--- src/rtl/truth_sweep_pkg.sv ---
// Shared types and limits for the truth-table sweeper: FSM state encoding,
// table-width helper and the legal parameter ceilings.
package truth_sweep_pkg;

  localparam int MAX_N_INPUTS      = 8;
  localparam int MAX_SETTLE_CYCLES = 255;

  typedef enum logic [1:0] {
    IDLE    = 2'd0,
    HOLD    = 2'd1,
    CAPTURE = 2'd2,
    FINISH  = 2'd3
  } sweep_state_t;

  function automatic int table_width(input int n);
    return 1 << n;
  endfunction

endpackage

--- src/rtl/sweep_settle_timer.sv ---
// Loadable down-counter with a zero flag; paces how long each stimulus
// vector is held before the sweeper samples the block output.
module sweep_settle_timer #(
  parameter int WIDTH = 8
) (
  input  logic             clk,
  input  logic             rst,
  input  logic             load,
  input  logic [WIDTH-1:0] load_value,
  input  logic             dec,
  output logic             zero
);

  logic [WIDTH-1:0] count_q;

  // Decrement stops at zero so a stray dec cannot wrap the counter.
  always_ff @(posedge clk or posedge rst) begin
    if (rst) begin
      count_q <= '0;
    end else if (load) begin
      count_q <= load_value;
    end else if (dec && (count_q != '0)) begin
      count_q <= count_q - 1'b1;
    end
  end

  assign zero = (count_q == '0);

endmodule

--- src/rtl/truth_table_sweeper.sv ---
// Walks a combinational block through every input vector in ascending order,
// captures its output into a truth table and compares it with an expected one.
module truth_table_sweeper
  import truth_sweep_pkg::*;
#(
  parameter  int N_INPUTS      = 4,
  parameter  int SETTLE_CYCLES = 2,
  localparam int TABLE_W       = table_width(N_INPUTS)
) (
  input  logic                clk,
  input  logic                rst,
  input  logic                start,
  input  logic                abort,
  input  logic [TABLE_W-1:0]  expected_table,
  output logic [N_INPUTS-1:0] drive,
  input  logic                sample,
  output logic                busy,
  output logic                done,
  output logic [TABLE_W-1:0]  table_out,
  output logic                table_valid,
  output logic                match,
  output logic [N_INPUTS:0]   mismatch_count,
  output sweep_state_t        state_dbg
);

  // Control contract: start is a level sampled only in IDLE (ignored while
  // busy); abort has priority over start and over a pending capture; done
  // pulses for the single FINISH cycle and results stay valid until the next
  // accepted start or any abort.

  localparam int IDX_W    = N_INPUTS + 1;
  localparam int SETTLE_W = (SETTLE_CYCLES > 1) ? $clog2(SETTLE_CYCLES) : 1;
  localparam logic [SETTLE_W-1:0] SETTLE_LOAD =
    (SETTLE_CYCLES > 0) ? SETTLE_W'(SETTLE_CYCLES - 1) : '0;
  localparam logic [IDX_W-1:0] LAST_IDX = IDX_W'(TABLE_W - 1);

  if ((N_INPUTS < 1) || (N_INPUTS > MAX_N_INPUTS)) begin : g_bad_n_inputs
    $error("truth_table_sweeper: N_INPUTS out of range");
  end
  if ((SETTLE_CYCLES < 0) || (SETTLE_CYCLES > MAX_SETTLE_CYCLES)) begin : g_bad_settle
    $error("truth_table_sweeper: SETTLE_CYCLES out of range");
  end

  sweep_state_t        state_q;
  sweep_state_t        state_d;
  logic [IDX_W-1:0]    index_q;
  logic [TABLE_W-1:0]  exp_q;
  logic [TABLE_W-1:0]  table_q;
  logic [IDX_W-1:0]    mm_q;
  logic                valid_q;

  logic                accept;
  logic                capture;
  logic                timer_load;
  logic                timer_dec;
  logic                timer_zero;
  logic                last_vec;
  logic                exp_bit;

  assign last_vec = (index_q == LAST_IDX);
  assign exp_bit  = exp_q[index_q[N_INPUTS-1:0]];

  sweep_settle_timer #(
    .WIDTH (SETTLE_W)
  ) u_settle (
    .clk        (clk),
    .rst        (rst),
    .load       (timer_load),
    .load_value (SETTLE_LOAD),
    .dec        (timer_dec),
    .zero       (timer_zero)
  );

  always_ff @(posedge clk or posedge rst) begin
    if (rst) begin
      state_q <= IDLE;
    end else begin
      state_q <= state_d;
    end
  end

  // Every new vector enters HOLD with the timer reloaded; with no settle time
  // the vector goes straight to its capture cycle.
  always_comb begin
    state_d    = state_q;
    accept     = 1'b0;
    capture    = 1'b0;
    timer_load = 1'b0;
    timer_dec  = 1'b0;
    case (state_q)
      IDLE: begin
        if (start && !abort) begin
          accept     = 1'b1;
          timer_load = 1'b1;
          if (SETTLE_CYCLES == 0) state_d = CAPTURE;
          else                    state_d = HOLD;
        end
      end
      HOLD: begin
        if (abort)           state_d = IDLE;
        else if (timer_zero) state_d = CAPTURE;
        else                 timer_dec = 1'b1;
      end
      CAPTURE: begin
        if (abort) begin
          state_d = IDLE;
        end else begin
          capture = 1'b1;
          if (last_vec) begin
            state_d = FINISH;
          end else begin
            timer_load = 1'b1;
            if (SETTLE_CYCLES == 0) state_d = CAPTURE;
            else                    state_d = HOLD;
          end
        end
      end
      FINISH: begin
        state_d = IDLE;
      end
      default: begin
        state_d = IDLE;
      end
    endcase
  end

  always_ff @(posedge clk or posedge rst) begin
    if (rst) begin
      index_q <= '0;
      exp_q   <= '0;
      table_q <= '0;
      mm_q    <= '0;
      valid_q <= 1'b0;
    end else begin
      if (accept) begin
        exp_q   <= expected_table;
        table_q <= '0;
        mm_q    <= '0;
        index_q <= '0;
        valid_q <= 1'b0;
      end
      if (capture) begin
        table_q[index_q[N_INPUTS-1:0]] <= sample;
        if (sample != exp_bit) mm_q <= mm_q + 1'b1;
        // The index parks on the last vector; drive is gated off outside busy.
        if (last_vec) valid_q <= 1'b1;
        else          index_q <= index_q + 1'b1;
      end
      if (abort) valid_q <= 1'b0;
    end
  end

  assign busy           = (state_q == HOLD) || (state_q == CAPTURE);
  assign done           = (state_q == FINISH);
  assign drive          = busy ? index_q[N_INPUTS-1:0] : '0;
  assign table_out      = table_q;
  assign table_valid    = valid_q;
  assign match          = valid_q && (mm_q == '0);
  assign mismatch_count = mm_q;
  assign state_dbg      = state_q;

endmodule
--- config.mk ---
export PLATFORM = sky130hd
export DESIGN_NAME = truth_table_sweeper
export DESIGN_NICKNAME = d
export VERILOG_FILES = /design/src/rtl/truth_sweep_pkg.sv /design/src/rtl/sweep_settle_timer.sv /design/src/rtl/truth_table_sweeper.sv
export SDC_FILE = /design/constraint.sdc
export NUM_CORES = 1
export LEC_CHECK = 0
export ABC_AREA = 0
export BUFFER_PORTS_ARGS = -buffer_cell sky130_fd_sc_hd__buf_2
export CAP_MARGIN = 20
export CORE_ASPECT_RATIO = 1.25
export CORE_MARGIN = 1
export CORE_UTILIZATION = 54
export CTS_CLUSTER_DIAMETER = 100
export DETAILED_ROUTE_END_ITERATION = 8
export GPL_ROUTABILITY_DRIVEN = 1
export HOLD_SLACK_MARGIN = 0.12
export PLACE_DENSITY_LB_ADDON = 0.25
export SYNTH_ARGS = -nofsm -noshare
export SYNTH_HDL_FRONTEND = slang
export SYNTH_SLANG_ARGS = --single-unit
--- constraint.sdc ---
create_clock -name clk -period 2.8 [get_ports clk]
set_clock_uncertainty 0.1 [all_clocks]
set_input_delay 0.28 -clock clk [delete_from_list [all_inputs] [get_ports clk]]
set_output_delay 0.28 -clock clk [all_outputs]
set_load 0.01 [all_outputs]
# Word-level counts from Yosys, hierarchy flattened
# Index checks and enable logic that the tools add are counted.
[word_totals] elab_cells=65 register_bits=46
[classes] n_eq_ne=7 n_reduce_logical=10 muxes=36 magnitude_cmp=2 add_sub_neg=3
[op_table] cell="$mux 16" n=2
[op_table] cell="$mux 5" n=6
[op_table] cell="$mux 1" n=17
[op_table] cell="$bwmux 16" n=1
[op_table] cell="$add 5x1->5 const B" n=2
[op_table] cell="$mux 2" n=5
[op_table] cell="$pmux 2 s4" n=1
[op_table] cell="$eq 5x4->1 const B" n=1
[op_table] cell="$logic_not 5->1" n=1
[op_table] cell="$lt 4x5->1 const B" n=1
[op_table] cell="$bmux 1 s4" n=1
[op_table] cell="$demux 1 s4" n=1
[op_table] cell="$eq 2x2->1 const B" n=2
[op_table] cell="$ge 4x1->1 const B" n=1
[op_table] cell="$logic_and 1x1->1" n=4
[op_table] cell="$mux 4" n=1
[op_table] cell="$ne 3x3->1 const B" n=1
[op_table] cell="$eq 2x1->1 const B" n=1
[op_table] cell="$logic_not 2->1" n=1
[op_table] cell="$ne 2x2->1 const B" n=1
[op_table] cell="$pmux 1 s2" n=1
[op_table] cell="$reduce_and 2->1" n=1
[op_table] cell="$reduce_bool 2->1" n=1
[op_table] cell="$logic_not 1->1" n=1
[op_table] cell="3 further kinds" n=3

# Logic depth before layout (Yosys ltp)
[depth] word_depth=8 mapped_depth=8 ltp_nobuf=7

# Cells and area by module
# Synthesis repeated with hierarchy kept, for this count alone.
[hier_totals] hier_cells=232 hier_area_um2=2452.4
[by_module_without_submodules] module="truth_table_sweeper" seq_area_each_um2=1126.1 cells_per_inst=227 area_each_um2=2403.6 instances=1
[by_module_without_submodules] module="sweep_settle_timer" seq_area_each_um2=25.0 cells_per_inst=5 area_each_um2=48.8 instances=1

# Worst setup path after synthesis
# No wires, ideal clock.
[synth_path] kind="reg-to-reg" start="reg index_q[1]" end="reg mm_q[2] (netlist: mismatch_count[2])" stages_incl_launch_ff=8 setup_ns=0.120 path_buffers=2 path_slack_ns=0.609 required_ns=2.580 arrival_time_ns=1.971 cell_sequence="dfrtp_1 buf_6 mux2i_1 mux4_2 mux2_4 and2_4 buf_6 a31o_1"
[synth_via] elab_chain_cells=5
[synth_lines] element="start, declared" line_no="truth_table_sweeper.sv:46" source="logic [IDX_W-1:0] index_q;"
[synth_lines] element="start signal, assigned" line_no="truth_table_sweeper.sv:147" source="else index_q <= index_q + 1'b1;"
[synth_lines] element="$bmux 1 s4" line_no="truth_table_sweeper.sv:61" source="assign exp_bit = exp_q[index_q[N_INPUTS-1:0]];"
[synth_lines] element="$mux 1 (implied by the code)" line_no="truth_table_sweeper.sv:61"
[synth_lines] element="$ne 1x1->1" line_no="truth_table_sweeper.sv:144" source="if (sample != exp_bit) mm_q <= mm_q + 1'b1;"
[synth_lines] element="$mux 5" line_no="truth_table_sweeper.sv:144"
[synth_lines] element="$mux 5" line_no="truth_table_sweeper.sv:142" source="if (capture) begin"
[synth_lines] element="end signal, assigned" line_no="truth_table_sweeper.sv:144"
[synth_lines] element="end, declared" line_no="truth_table_sweeper.sv:49" source="logic [IDX_W-1:0] mm_q;"
# Every way passes these cells. The select of a mux whose other input is x is not followed.
# A chain may end at the register's enable or synchronous reset.

# Worst setup path after layout
[layout_path] start="reg index_q[1]" end="reg mm_q[1] (netlist: mismatch_count[1])"
# The elaborated chain is that of the path after synthesis.

==> results.md <==
* Leakage component of the power at 0.00150 uW
* Instance count of the mapped netlist at 229
* Final hold violation count at 0
* Met3 routed WL at 189 um
* Antenna violations before repair at 0
* Status: finished, final reports clean
* Number of non-filler instances in the completed layout at 351
* Final setup vio count at 0
* Number of H-tree levels at 2
* Number of optimization iterations in the first detailed-route pass at 4
* Total power density per cell area at 688 nW/um2
* Global-route congestion overflow total at 0
* Drt via density at 5.56
* Worst endpoint data arrival time at 2.47 ns
* Post-Syn Nets at 261
* Number of vias after detailed routing at 1953
* Kind of critical path: flop to flop
* End point of the critical path: mismatch_count[1]
* Crit path capture type: flop
* Final weighted congestion in routability-driven placement at 0.822
* Root cell of the clock tree: sky130_fd_sc_hd__clkbuf_8
* Maximum vdd drop at 0.461 mV
* Critical Path Most Common Cell: sky130_fd_sc_hd__mux2i_1
* Flop and latch count out of synthesis at 46
* Hold Crit Class: primary input to flop
* I/O pins at 52
* Cell Chain, Critical Path: mux2i_1, mux4_2, mux2i_1, and2_4, mux2i_1
* Site row count at 26
* Chip height at 77.1 um
* Maximum operating frequency at 427 MHz
* Portion of synthesized cell area occupied by the leading cell type at 0.473
* Top cells by count, synth: sky130_fd_sc_hd__dfrtp_1 (46), sky130_fd_sc_hd__nand2_1 (32), sky130_fd_sc_hd__mux2_2 (17)
* Worst-skew pair later-pin latency at 0.30 ns
* Initial detailed-routing violation count at 87
* GRT Total Usage at 0.247
* Mapped Area at 2440 um2
* Critical register-to-register path startpoint: index_q[1]
* Ranking of synthesized cells by area: sky130_fd_sc_hd__dfrtp_1 (47%), sky130_fd_sc_hd__mux2_2 (7.9%), sky130_fd_sc_hd__ha_1 (5.6%), sky130_fd_sc_hd__mux2i_1 (5.3%), sky130_fd_sc_hd__nand2_1 (4.9%)
* Via count of the first global-routing pass at 1840
* Fraction of the cycle the final worst path needs at 0.837
* Post-synthesis to final-layout area growth at 22.8%
* Highest Signal Layer: met4
* DRC errors left at 0
* Global-route wire length before repair at 8690 um
* Type of element launching the critical path: flop
* Antenna Violating Nets Remaining at 0
* RSZ-0062 raised after global routing: false
* R2R setup slack at 0.46 ns
* Nets@finish at 327
* Top cell type by total area after synthesis: sky130_fd_sc_hd__dfrtp_1
* Final-report max-slew violation count at 0
* Met1 Routed Length at 2190 um
* Most common cell in the synthesized netlist: sky130_fd_sc_hd__dfrtp_1
* Simple logic cell fraction of the synthesized area at 0.166
* Area enclosed by the die boundary at 4790 um2
* Number of enable-type register cells in the synthesized netlist at 0
* Synthesized-area fraction occupied by adder cells at 0.0565
* Crit Reg-Reg Endpoint: mismatch_count[1]
* Number of maximum-capacitance constraint violations at 0
* Number of fill cells in the layout at 333
* Chip width at 62.1 um
* Critical path's largest stage delay at 0.72 ns
* Slowest CP cell: sky130_fd_sc_hd__dfrtp_1
* Multiplexer share of the synthesized area at 0.157
* Post-layout minimum cycle time at 2.34 ns
* Ant. Diodes at 0
* Count of distinct cell types in the synthesized netlist at 36
* Xor-xnor portion of the synthesized cell area at 0
* Bufs on Longest Clock Path at 2
* Most common flop cell mapped by yosys: sky130_fd_sc_hd__dfrtp_1
* Count of port buffers added during placement at 51
* Combinational family with the most area after synthesis: simple AND/OR/NAND/NOR gates
* Cells on worst reg2reg path at 5
* Average footprint of a synthesized cell at 10.6 um2
* HPWL after detailed placement at 3400 um
* Post-synthesis sequential area ratio at 0.473
* Sum of routed wire length over all layers at 5040 um
* Sum of negative setup slack at 0 ns
* Maximum net fanout on the critical path at 15
* CP Data Required Time at 2.92 ns
* Clock-pin slew reported for the worst setup and hold paths after clock tree synthesis at 0.08 ns
* Effective utilization at floorplan at 0.581
* Timing startpoint of the critical path: index_q[1]
* Total clock buffers created by CTS at 5
* FFs w/ async S/R, synth at 1.00
* Layout cell share with drive strength beyond 1 at 0.295
* Transition time of the tightest slew-check pin at 0.594 ns
* Largest net degree at the start of global routing at 44
* TritonCTS Sinks at 46
* Routed WL per cell at 14.4 um
* Headroom to the max-slew limit at 0.604
* Share of the synthesized area in compound gates (AO/OA/AOI/OAI) at 0.105
* Instance count after placement with tap cells included at 327
* CORE AREA at 4200 um2
* Count of yosys warnings during synthesis at 0
* Total length of routed met2 wires at 2610 um
* Clock tree from TritonCTS: done
-- power by group --
group | internal (uW) | switching [uW] | total, uW | leakage, uW
clock network | 172 | 204 | 376 | 0.0000383
logic | 372 | 340 | 712 | 0.000856
registers | 830 | 140 | 970 | 0.000602
-- per-stage QoR --
step                      cell area (um2)   util  power (uW)  hold slack, ns  setup slack (ns)
after floorplan                      2440      -        1480           0.331             0.609
after global placement               2730  0.650        1640           0.341             0.539
after detailed placement             2730  0.650        1670           0.355             0.474
after CTS                            2960  0.706        2070           0.131             0.453
after global routing                 2990  0.713        2220           0.128             0.288
final                                2990  0.713        2060           0.138             0.456
-- layout make-up --
class                      count  area (um2)  share of cell area
clock buffer                   7        76.3              0.0255
tap                           56        70.1              0.0234
timing repair buffer          72         473               0.158
inverter                      11        41.3              0.0138
sequential                    46        1150               0.385
multi-input combinational    159        1180               0.394
-- flip-flops by register name, indices dropped and copies added (netlist names) --
register	count
table_out	16
state_dbg	2
exp_q	16
mismatch_count	5
table_valid	1
index_q	5
u_settle.count_q	1
-- layout by cell type, fill, tap and decap left out, types with 2 or more instances in the layout --
| cell type | instances |
|---|---|
| sky130_fd_sc_hd__nor2b_1 | 2 |
| sky130_fd_sc_hd__mux2_2 | 17 |
| sky130_fd_sc_hd__ha_1 | 11 |
| sky130_fd_sc_hd__o21ai_0 | 5 |
| sky130_fd_sc_hd__mux2i_1 | 13 |
| sky130_fd_sc_hd__nor2_1 | 6 |
| sky130_fd_sc_hd__o211ai_1 | 12 |
| sky130_fd_sc_hd__dfrtp_1 | 46 |
| sky130_fd_sc_hd__nand2b_1 | 5 |
| sky130_fd_sc_hd__or3_1 | 2 |
| sky130_fd_sc_hd__clkbuf_8 | 5 |
| sky130_fd_sc_hd__dlygate4sd3_1 | 16 |
| sky130_fd_sc_hd__and2_1 | 5 |
| sky130_fd_sc_hd__or2_2 | 2 |
| sky130_fd_sc_hd__inv_1 | 10 |
| sky130_fd_sc_hd__a21oi_1 | 3 |
| sky130_fd_sc_hd__buf_2 | 51 |
| sky130_fd_sc_hd__buf_4 | 4 |
| sky130_fd_sc_hd__mux4_2 | 2 |
| sky130_fd_sc_hd__nand4_1 | 12 |
| sky130_fd_sc_hd__a31o_1 | 3 |
| sky130_fd_sc_hd__a22oi_1 | 3 |
| sky130_fd_sc_hd__nand2_1 | 32 |
| sky130_fd_sc_hd__nand3_1 | 7 |
| sky130_fd_sc_hd__o311ai_0 | 4 |
| sky130_fd_sc_hd__clkbuf_1 | 2 |
-- worst max-delay path: cells and delay by family, from the launching register on --
| family | cells | cell delay, ns |
|---|---|---|
| DFF | 1 | 0.72 |
| muxes | 4 | 1.19 |
| and+or+nand+nor | 1 | 0.26 |
-- how the worst min path moves through the flow --
| stage | start | end | slack (ns) | cells past startpoint |
|---|---|---|---|---|
| 4_1_cts | expected_table[4] | exp_q[4] | 0.13 | 2 |
| 5_1_grt | expected_table[4] | exp_q[4] | 0.13 | 2 |
| 2_1_floorplan | expected_table[1] | exp_q[1] | 0.33 | 1 |
| 3_3_place_gp | rst | exp_q[10] | 0.34 | 2 |
| 6_report | expected_table[4] | exp_q[4] | 0.14 | 2 |
| 3_5_place_dp | rst | exp_q[9] | 0.35 | 2 |
-- cells by family (layout without fill, tap and decap cells) --
| logic type | count (synthesis) | after routing |
|---|---|---|
| AO/OA/AOI/OAI | 35 | 35 |
| flip-flops | 46 | 46 |
| AND/OR/NAND/NOR | 80 | 80 |
| adder cells (fa/ha/maj) | 11 | 11 |
| buffers and inverters | 24 | 90 |
| multiplexers | 33 | 33 |
-- layer usage --
| metal | GRT usage | up-vias |
|---|---|---|
| met2 | 0.385 | 56 |
| met1 | 0.325 | 936 |
| met3 | 0.0624 | 7 |
| met4 | 0.0889 | 0 |
| met5 | 0 | - |
| li1 | - | 954 |
-- repair_timing --
item | in CTS | in global routing
resized for setup | 0 | 0
hold endpoints to repair | 44 | 0
setup buffers | 0 | 0
setup endpoints to repair | 0 | 0
hold buffers | 16 | 0
No activity file was read; power rests on OpenSTA's default activity.
